$ cat config.mk
export PLATFORM = sky130hd
export DESIGN_NAME = axis_sa_host
export DESIGN_NICKNAME = d
export VERILOG_FILES = /design/src/rtl/sa_host_pkg.sv /design/src/rtl/axis_buf_tx.sv /design/src/rtl/axis_sa_host.sv
export SDC_FILE = /design/constraint.sdc
export NUM_CORES = 2
export LEC_CHECK = 0
export BUFFER_PORTS_ARGS = -buffer_cell sky130_fd_sc_hd__buf_2
export CORE_UTILIZATION = 63
export DETAILED_ROUTE_END_ITERATION = 12
export PLACE_DENSITY_LB_ADDON = 0.1
export SYNTH_ARGS = -nofsm -noshare
export SYNTH_HDL_FRONTEND = slang
export SYNTH_SLANG_ARGS = --single-unit
$ cat constraint.sdc
create_clock -name clk -period 3.1 [get_ports clk]
set_clock_uncertainty 0.05 [all_clocks]
set_input_delay 0.465 -clock clk [delete_from_list [all_inputs] [get_ports clk]]
set_output_delay 0.465 -clock clk [all_outputs]
set_load 0.05 [all_outputs]
$ cat src/rtl/sa_host_pkg.sv
// Shared definitions for the systolic-array host endpoint: FSM encoding
// and tile-geometry helpers used to size frames and index counters.
package sa_host_pkg;

  typedef enum logic [2:0] {
    IDLE    = 3'd0,
    SEND_IN = 3'd1,
    GAP     = 3'd2,
    SEND_W  = 3'd3,
    RECV    = 3'd4,
    DONE    = 3'd5
  } state_t;

  // Elements per frame for a p x q tile.
  function automatic int sa_n(input int p, input int q);
    return p * q;
  endfunction

  // Index width for an n-element frame (at least one bit).
  function automatic int sa_aw(input int n);
    return (n > 1) ? $clog2(n) : 1;
  endfunction

endpackage

$ cat src/rtl/axis_buf_tx.sv
// Buffer-indexed AXI-Stream frame transmitter. While active it presents
// src_data (the buffer element at idx) as a beat, advances idx only on a
// handshake and raises tlast on element N-1. idx wraps to 0 after the last
// beat so the next frame always starts from element 0.
module axis_buf_tx #(
  parameter int DW = 8,
  parameter int N  = 64,
  parameter int AW = 6
) (
  input  logic          clk,
  input  logic          rst_n,
  input  logic          active,
  input  logic [DW-1:0] src_data,
  input  logic          tready,
  output logic [AW-1:0] idx,
  output logic [DW-1:0] tdata,
  output logic          tvalid,
  output logic          tlast,
  output logic          last_hs
);

  localparam logic [AW-1:0] LAST_IDX = AW'(N - 1);

  logic hs;

  // Beat presentation; tdata is gated to zero whenever no beat is offered.
  always_comb begin
    tvalid  = active;
    tlast   = active && (idx == LAST_IDX);
    tdata   = active ? src_data : '0;
    hs      = active && tready;
    last_hs = hs && (idx == LAST_IDX);
  end

  // Element index: holds during stalls, wraps to 0 after the final beat.
  always_ff @(posedge clk or negedge rst_n) begin
    if (!rst_n) begin
      idx <= '0;
    end else if (hs) begin
      idx <= (idx == LAST_IDX) ? '0 : idx + AW'(1);
    end
  end

endmodule

$ cat src/rtl/axis_sa_host.sv
// Host-side AXI-Stream endpoint for the systolic-array tile wrapper.
// Holds an input tile and a weight tile written through a simple port,
// streams them as framed AXIS beats and captures the result frame into a
// readable buffer.
//
// Handshake rule for both AXIS sides: a beat transfers on a rising clock
// edge where tvalid and tready are both high; the master keeps tdata,
// tvalid and tlast stable until that edge.
module axis_sa_host
  import sa_host_pkg::*;
#(
  parameter int DW = 8,
  parameter int OW = 16,
  parameter int P  = 8,
  parameter int Q  = 8,
  localparam int N  = sa_n(P, Q),
  localparam int AW = sa_aw(N)
) (
  input  logic          clk,
  input  logic          rst_n,
  input  logic          start,
  input  logic          send_weight,
  input  logic          buf_we,
  input  logic          buf_sel,
  input  logic [AW-1:0] buf_addr,
  input  logic [DW-1:0] buf_wdata,
  input  logic [AW-1:0] res_addr,
  output logic [OW-1:0] res_rdata,
  output logic          busy,
  output logic          done,
  output logic          frame_err,
  output logic          load_control,
  output logic [DW-1:0] m_axis_tdata,
  output logic          m_axis_tvalid,
  input  logic          m_axis_tready,
  output logic          m_axis_tlast,
  input  logic [OW-1:0] s_axis_tdata,
  input  logic          s_axis_tvalid,
  output logic          s_axis_tready,
  input  logic          s_axis_tlast,
  output logic [2:0]    dbg_state
);

  localparam logic [AW-1:0] LAST_IDX = AW'(N - 1);

  state_t        state, state_nxt;
  logic [DW-1:0] in_mem  [N];
  logic [DW-1:0] w_mem   [N];
  logic [OW-1:0] res_mem [N];
  logic [AW-1:0] tx_idx;
  logic [DW-1:0] src_data;
  logic          tx_active;
  logic          tx_last_hs;
  logic [AW-1:0] rx_k;
  logic          s_hs;
  logic          rx_at_last;
  logic          rx_end;
  logic          start_ok;

  // Next-state and state-decoded outputs.
  always_comb begin
    state_nxt     = state;
    busy          = (state != IDLE);
    done          = (state == DONE);
    s_axis_tready = (state == RECV);
    tx_active     = (state == SEND_IN) || (state == SEND_W);
    start_ok      = (state == IDLE) && start;
    s_hs          = (state == RECV) && s_axis_tvalid;
    rx_at_last    = (rx_k == LAST_IDX);
    rx_end        = s_hs && (s_axis_tlast || rx_at_last);
    dbg_state     = state;
    case (state)
      IDLE:    if (start) state_nxt = SEND_IN;
      SEND_IN: if (tx_last_hs) state_nxt = load_control ? GAP : RECV;
      GAP:     state_nxt = SEND_W;
      SEND_W:  if (tx_last_hs) state_nxt = RECV;
      RECV:    if (rx_end) state_nxt = DONE;
      DONE:    state_nxt = IDLE;
      default: state_nxt = IDLE;
    endcase
  end

  // State register.
  always_ff @(posedge clk or negedge rst_n) begin
    if (!rst_n) state <= IDLE;
    else        state <= state_nxt;
  end

  // Transaction control: latched mode, sticky framing error, result index.
  always_ff @(posedge clk or negedge rst_n) begin
    if (!rst_n) begin
      load_control <= 1'b0;
      frame_err    <= 1'b0;
      rx_k         <= '0;
    end else if (start_ok) begin
      load_control <= send_weight;
      frame_err    <= 1'b0;
      rx_k         <= '0;
    end else if (s_hs) begin
      if (s_axis_tlast != rx_at_last) frame_err <= 1'b1;
      rx_k <= rx_end ? '0 : rx_k + AW'(1);
    end
  end

  // Tile buffer writes, only while idle; contents survive reset.
  always_ff @(posedge clk) begin
    if (buf_we && (state == IDLE)) begin
      if (buf_sel) w_mem[buf_addr]  <= buf_wdata;
      else         in_mem[buf_addr] <= buf_wdata;
    end
  end

  // Result capture; contents survive reset.
  always_ff @(posedge clk) begin
    if (s_hs) res_mem[rx_k] <= s_axis_tdata;
  end

  // Registered result read port (same-cycle write returns old data).
  always_ff @(posedge clk or negedge rst_n) begin
    if (!rst_n) res_rdata <= '0;
    else        res_rdata <= res_mem[res_addr];
  end

  // Transmit source follows the frame currently being sent.
  always_comb begin
    src_data = (state == SEND_W) ? w_mem[tx_idx] : in_mem[tx_idx];
  end

  axis_buf_tx #(
    .DW (DW),
    .N  (N),
    .AW (AW)
  ) u_tx (
    .clk      (clk),
    .rst_n    (rst_n),
    .active   (tx_active),
    .src_data (src_data),
    .tready   (m_axis_tready),
    .idx      (tx_idx),
    .tdata    (m_axis_tdata),
    .tvalid   (m_axis_tvalid),
    .tlast    (m_axis_tlast),
    .last_hs  (tx_last_hs)
  );

endmodule

# Word level (Yosys, flattened, before mapping)
# Memories as Yosys holds them, arrays and structs flattened. A register that Yosys moved wholly into a read port is not among the register bits.
# Cells that the tools add are included.
# Widths: inputs -> output; s select.
[op_classes]
add_sub_neg = 2
n_eq_ne = 12
mux = 23
n_reduce_logical = 16
[op_table]
columns = ["op", "count"]
rows = [
  ["$mux 6", 4],
  ["$mux 8", 2],
  ["$mux 3", 5],
  ["$pmux 3 s5", 1],
  ["$add 6x1->6 const B", 2],
  ["$eq 6x6->1 const B", 2],
  ["$mux 1", 11],
  ["$logic_and 1x1->1", 7],
  ["$eq 3x2->1 const B", 2],
  ["$eq 3x3->1 const B", 2],
  ["$ne 2x2->1 const B", 3],
  ["$reduce_and 4->1", 1],
  ["$reduce_bool 2->1", 2],
  ["$eq 3x1->1 const B", 1],
  ["$logic_not 3->1", 1],
  ["$reduce_bool 3->1", 1],
  ["$logic_or 1x1->1", 2],
  ["$ne 2x1->1 const B", 1],
  ["$reduce_and 2->1", 1],
  ["$logic_not 1->1", 1],
  ["$ne 1x1->1", 1],
]
[totals]
register_bits = 17
ram_bits = 2048
output_inout_bits = 34
mem_count = 3
[memory_table]
columns = ["memory", "depth", "width", "read_ports", "rd_clocked_by_memory_dff", "write_ports", "line_no", "text"]
rows = [
  ["res_mem", 64, 16, 1, 1, 1, "axis_sa_host.sv:49", "logic [OW-1:0] res_mem [N];"],
  ["in_mem", 64, 8, 1, 0, 1, "axis_sa_host.sv:47", "logic [DW-1:0] in_mem [N];"],
  ["w_mem", 64, 8, 1, 0, 1, "axis_sa_host.sv:48", "logic [DW-1:0] w_mem [N];"],
]

# Depth between registers and ports, before layout
[logic_depth]
ltp_word = 6
mapped_depth = 11
ltp_nobuf = 9

# By module
# Synthesis repeated with hierarchy kept, for this count alone.
[hier_totals]
cells_unflattened = 3354
hier_area_um2 = 80078.1
[modules_own_cells]
columns = ["module", "n_inst", "cells_per_inst", "area_per_inst_um2"]
rows = [
  ["axis_sa_host", 1, 3312, 79656.4],
  ["axis_buf_tx", 1, 42, 421.7],
]

# Least setup slack after synthesis
# No wires, ideal clock.
[synth_timing]
kind = "register to output"
start = "register u_tx.idx[0]"
end = "output m_axis_tdata[0]"
t_arrival_ns = 3.541
slack_ns = -0.956
path_stages_with_launch = 10
n_path_buf = 3
cell_sequence = "dfrtp_1 > buf_4 > buf_4 > or3b_2 > buf_2 > o221ai_1 > a21oi_1 > a211oi_1 > a211oi_1 > nor4b_1"
[synth_between]
elab_chain_cells = 3
word_cells_on_any_way = 4
cone_classes = "2 x mux; 2 x memory"
[synth_rtl]
columns = ["item", "line_no", "text"]
rows = [
  ["from (decl)", "axis_buf_tx.sv:15", "output logic [AW-1:0] idx,"],
  ["from (signal assigned)", "axis_buf_tx.sv:40", "idx <= (idx == LAST_IDX) ? '0 : idx + AW'(1);"],
  ["$mem_v2 64x8, on equally long branches", "-", ""],
  ["$mux 8 *", "axis_sa_host.sv:126", "src_data = (state == SEND_W) ? w_mem[tx_idx] : in_mem[tx_idx];"],
  ["$mux 8 *", "axis_buf_tx.sv:30", "tdata = active ? src_data : '0;"],
  ["to (decl)", "axis_sa_host.sv:33", "output logic [DW-1:0] m_axis_tdata,"],
]
# Every way passes the cells marked *; elsewhere a longest branch is shown, timed or not.

# Worst setup path in the final report
[layout_timing]
start = "register u_tx.idx[1]"
end = "output m_axis_tdata[7]"
# The elaborated chain is that of the path after synthesis.

==> reports/summary.txt <==
final instance area: 0.0935 mm²
Residual DRC: 0
f_max: 244 MHz
fin crit share: 132%
total gr overflow: 0
Area Growth Syn to Fin: 16.4%
Critical Path Source Type: flop
Comb power frac: 22.3%
Async S/R FF share, synth: 1.59%
CP Class: reg2out
RSZ-0062 raised after global routing: yes
Fillers: 6,705
1st-iter DRT viols: 4,316
setup ws final: -1.01 ns
failing checks: negative setup slack
Peak VDD IR: 0.00112 V
Net Sw Power: 18.7 mW
CP Max Fanout: 9
TritonRoute pass-1 iters: 5
HP Class: in2reg
final slew viol count: 0
Wirelength per Cell: 31.6 µm
TNS Setup: -7.75 ns
htree depth: 4
fraction of layout cells with a size suffix above 1: 34.7%
synthesized flop and latch total: 2,081
internal power: 51.9 mW
Buffers on Ports: 78
Sequential Power Share: 44.2%
largest net degree at the start of global routing: 98
Via Count: 38,800
synthesized area per cell: 22.9 µm²
Final Wtd Congestion: 0.903
status: finished, violations left
number of global-route vias before repair: 40,300
overall global routing resource usage: 29.4%
Final Hold Violating Endpoints: 0
first-pass GRT wire length: 273,000 µm
CTS Buf Count: 195
Clk pin slew, worst setup/hold paths: 0.06 ns
initial antenna violation count: 6
post-synth cell types: 53
Initial Utilization: 63.7%
drt via density: 6.61
synth top area cells: edfxtp_1 (77%), mux4_2 (16%), mux2i_1 (1.2%)
Worst EP arrival: 3.59 ns
full die area: 0.129 mm²
Worst Tran Pin Value: 1.27 ns
Die Height: 359 µm
area leader, netlist: edfxtp_1
Post-synth EDFFs: 2,048
Sw Ratio: 26.5%
PwrDens: 755 mW/mm²
CTS tree: done
Area after DPL: 0.0861 mm²
Final HPWL DP: 116,000 µm
Seq/Total Area, Yosys: 77.6%
CP endpoint kind: output pin
Post-layout nets: 4,095
core area: 0.126 mm²
static leakage: 30.1 nW
endpoints failing setup: 8
Die Width: 359 µm
Syn Nets: 3,560
clock root buffer: clkbuf_16
FP Rows: 130
total routed wirelength: 186,000 µm
Num Clock Sinks: 2,081
warnings from Yosys: 0
Post-synth top flop: edfxtp_1
clock latency on the worst-skew pair: 0.82 ns
post-synthesis cell area: 0.0803 mm²
clock share of power: 33.5%
clock buffer depth: 3
IO Count: 79
Period minus WS final: 4.11 ns
Crit path required time: 2.58 ns
Mapped Cells: 3,512
Detail Route Antenna Nets: 0
top-area cell type share of the netlist area: 76.6%
maxcap violations: 0
Final Core Density: 74.1%
Fin Hold WS: 0.106 ns
Setup WS pre-CTS: -0.722 ns
Slew HR: 15.4%
[registers in the layout, summed over array words and instances (netlist names)]
| register | cells |
|---|---|
| res_rdata | 16 |
| rx_k | 6 |
| load_control | 1 |
| u_tx.idx | 6 |
| res_mem | 1024 |
| dbg_state | 3 |
| in_mem | 512 |
| w_mem | 512 |
| frame_err | 1 |
[cell usage in the layout, fill, tap and decap left out, types with 24 or more instances in the layout]
cell type | synthesis | final
mux4_2 | 577 | 577
clkbuf_16 | 0 | 199
clkinv_1 | 1 | 39
dfrtp_1 | 33 | 29
mux2i_1 | 98 | 97
nor2_1 | 219 | 215
buf_12 | 0 | 82
nand3_1 | 24 | 24
buf_2 | 49 | 58
buf_4 | 34 | 347
edfxtp_1 | 2048 | 2048
clkinv_2 | 0 | 27
nand2_1 | 61 | 57
clkbuf_1 | 80 | 50
buf_6 | 15 | 24
[per-layer routing]
metal,up-vias,part of all wire (%),global-route usage (%),wire length [µm]
li1,16000,-,-,-
met1,20400,37,39.1,68000
met2,1926,51,49.3,95500
met3,401,7.7,4.90,14200
met4,2,4.2,12.1,7790
met5,-,0.0059,0,11
[path summary, 6_finish.rpt]
check	from	end	slack, ns	cells after the start
max	u_tx.idx[1]	m_axis_tdata[7]	-1.01	9
min	s_axis_tlast	frame_err	0.11	5
max reg2reg	rx_k[0]	dbg_state[1]	0.35	9
min reg2reg	load_control	dbg_state[1]	0.54	2
max in group asynchronous	rst_n	u_tx.idx[2]	1.90	2
min in group asynchronous	rst_n	res_rdata[0]	0.31	2
[metrics by stage]
stage                     total power, mW  std cells
after floorplan                      40.3       3512
after detailed placement             45.7       5472
after CTS                            70.4       5853
final                                70.6       5863
after global placement               45.4       5472
after global routing                 72.5       5858
[power by group through the flow]
stage | combinational (mW) | clock, mW | sequential (mW)
2_1_floorplan | 8.43 | 0 | 31.9
3_3_place_gp | 13.6 | 0 | 31.8
3_5_place_dp | 13.9 | 0 | 31.8
4_1_cts | 15.2 | 24.0 | 31.2
5_1_grt | 16.3 | 25.0 | 31.2
6_report | 15.7 | 23.6 | 31.2
[critical path, cell delays in order, from the launching register on]
cell and delay (ns):
dfrtp_4 0.45, buf_12 0.18, buf_16 0.16, mux4_2 0.51, mux4_2 0.49, mux2_4 0.31, a211oi_2 0.23, buf_4 0.19
nor4b_4 0.06, buf_6 0.16
[timing repair]
item | CTS | global route
pin swaps | 21 | 17
setup endpoints to repair | 9 | 9
setup buffers | 18 | 3
resized for setup | 110 | 36
endpoints found under the hold margin | 59 | 0
hold buffers | 5 | 0
gates cloned | 4 | 3
[Yosys cell counts (6+ instances only)]
cell type	instances
a2111oi_0	7
a211oi_1	16
a21oi_1	23
a221oi_1	22
a22oi_1	8
and2_1	9
buf_1	17
buf_2	49
buf_4	34
buf_6	15
clkbuf_1	80
dfrtp_1	33
edfxtp_1	2048
inv_1	12
mux2_2	12
mux2i_1	98
mux4_2	577
nand2_1	61
nand3_1	24
nand3b_1	10
nor2_1	219
nor2b_1	13
nor3_1	10
o21a_1	8
o21ai_0	18
o221ai_1	6
o22ai_1	21
[cell families after synthesis]
group | synth area share (%)
buf+inv | 1.35
simple gates | 2.14
compound gates | 1.27
flops | 77.6
xor+xnor | 0.0218
fa+ha+maj | 0.0467
mux | 17.6
[final cells by class]
type                    instances  area, µm²  area share (%)
inverters                      13       53.8          0.0576
diodes                          5       12.5          0.0134
clock inverters               106       1170            1.25
multi-input cells            1223      17400            18.6
clock buffers                 252       5170            5.54
repair buffers                533       5260            5.63
well taps                    1650       2060            2.21
flip-flops and latches       2081      62300            66.7
Power figures use the tool's default switching activity.
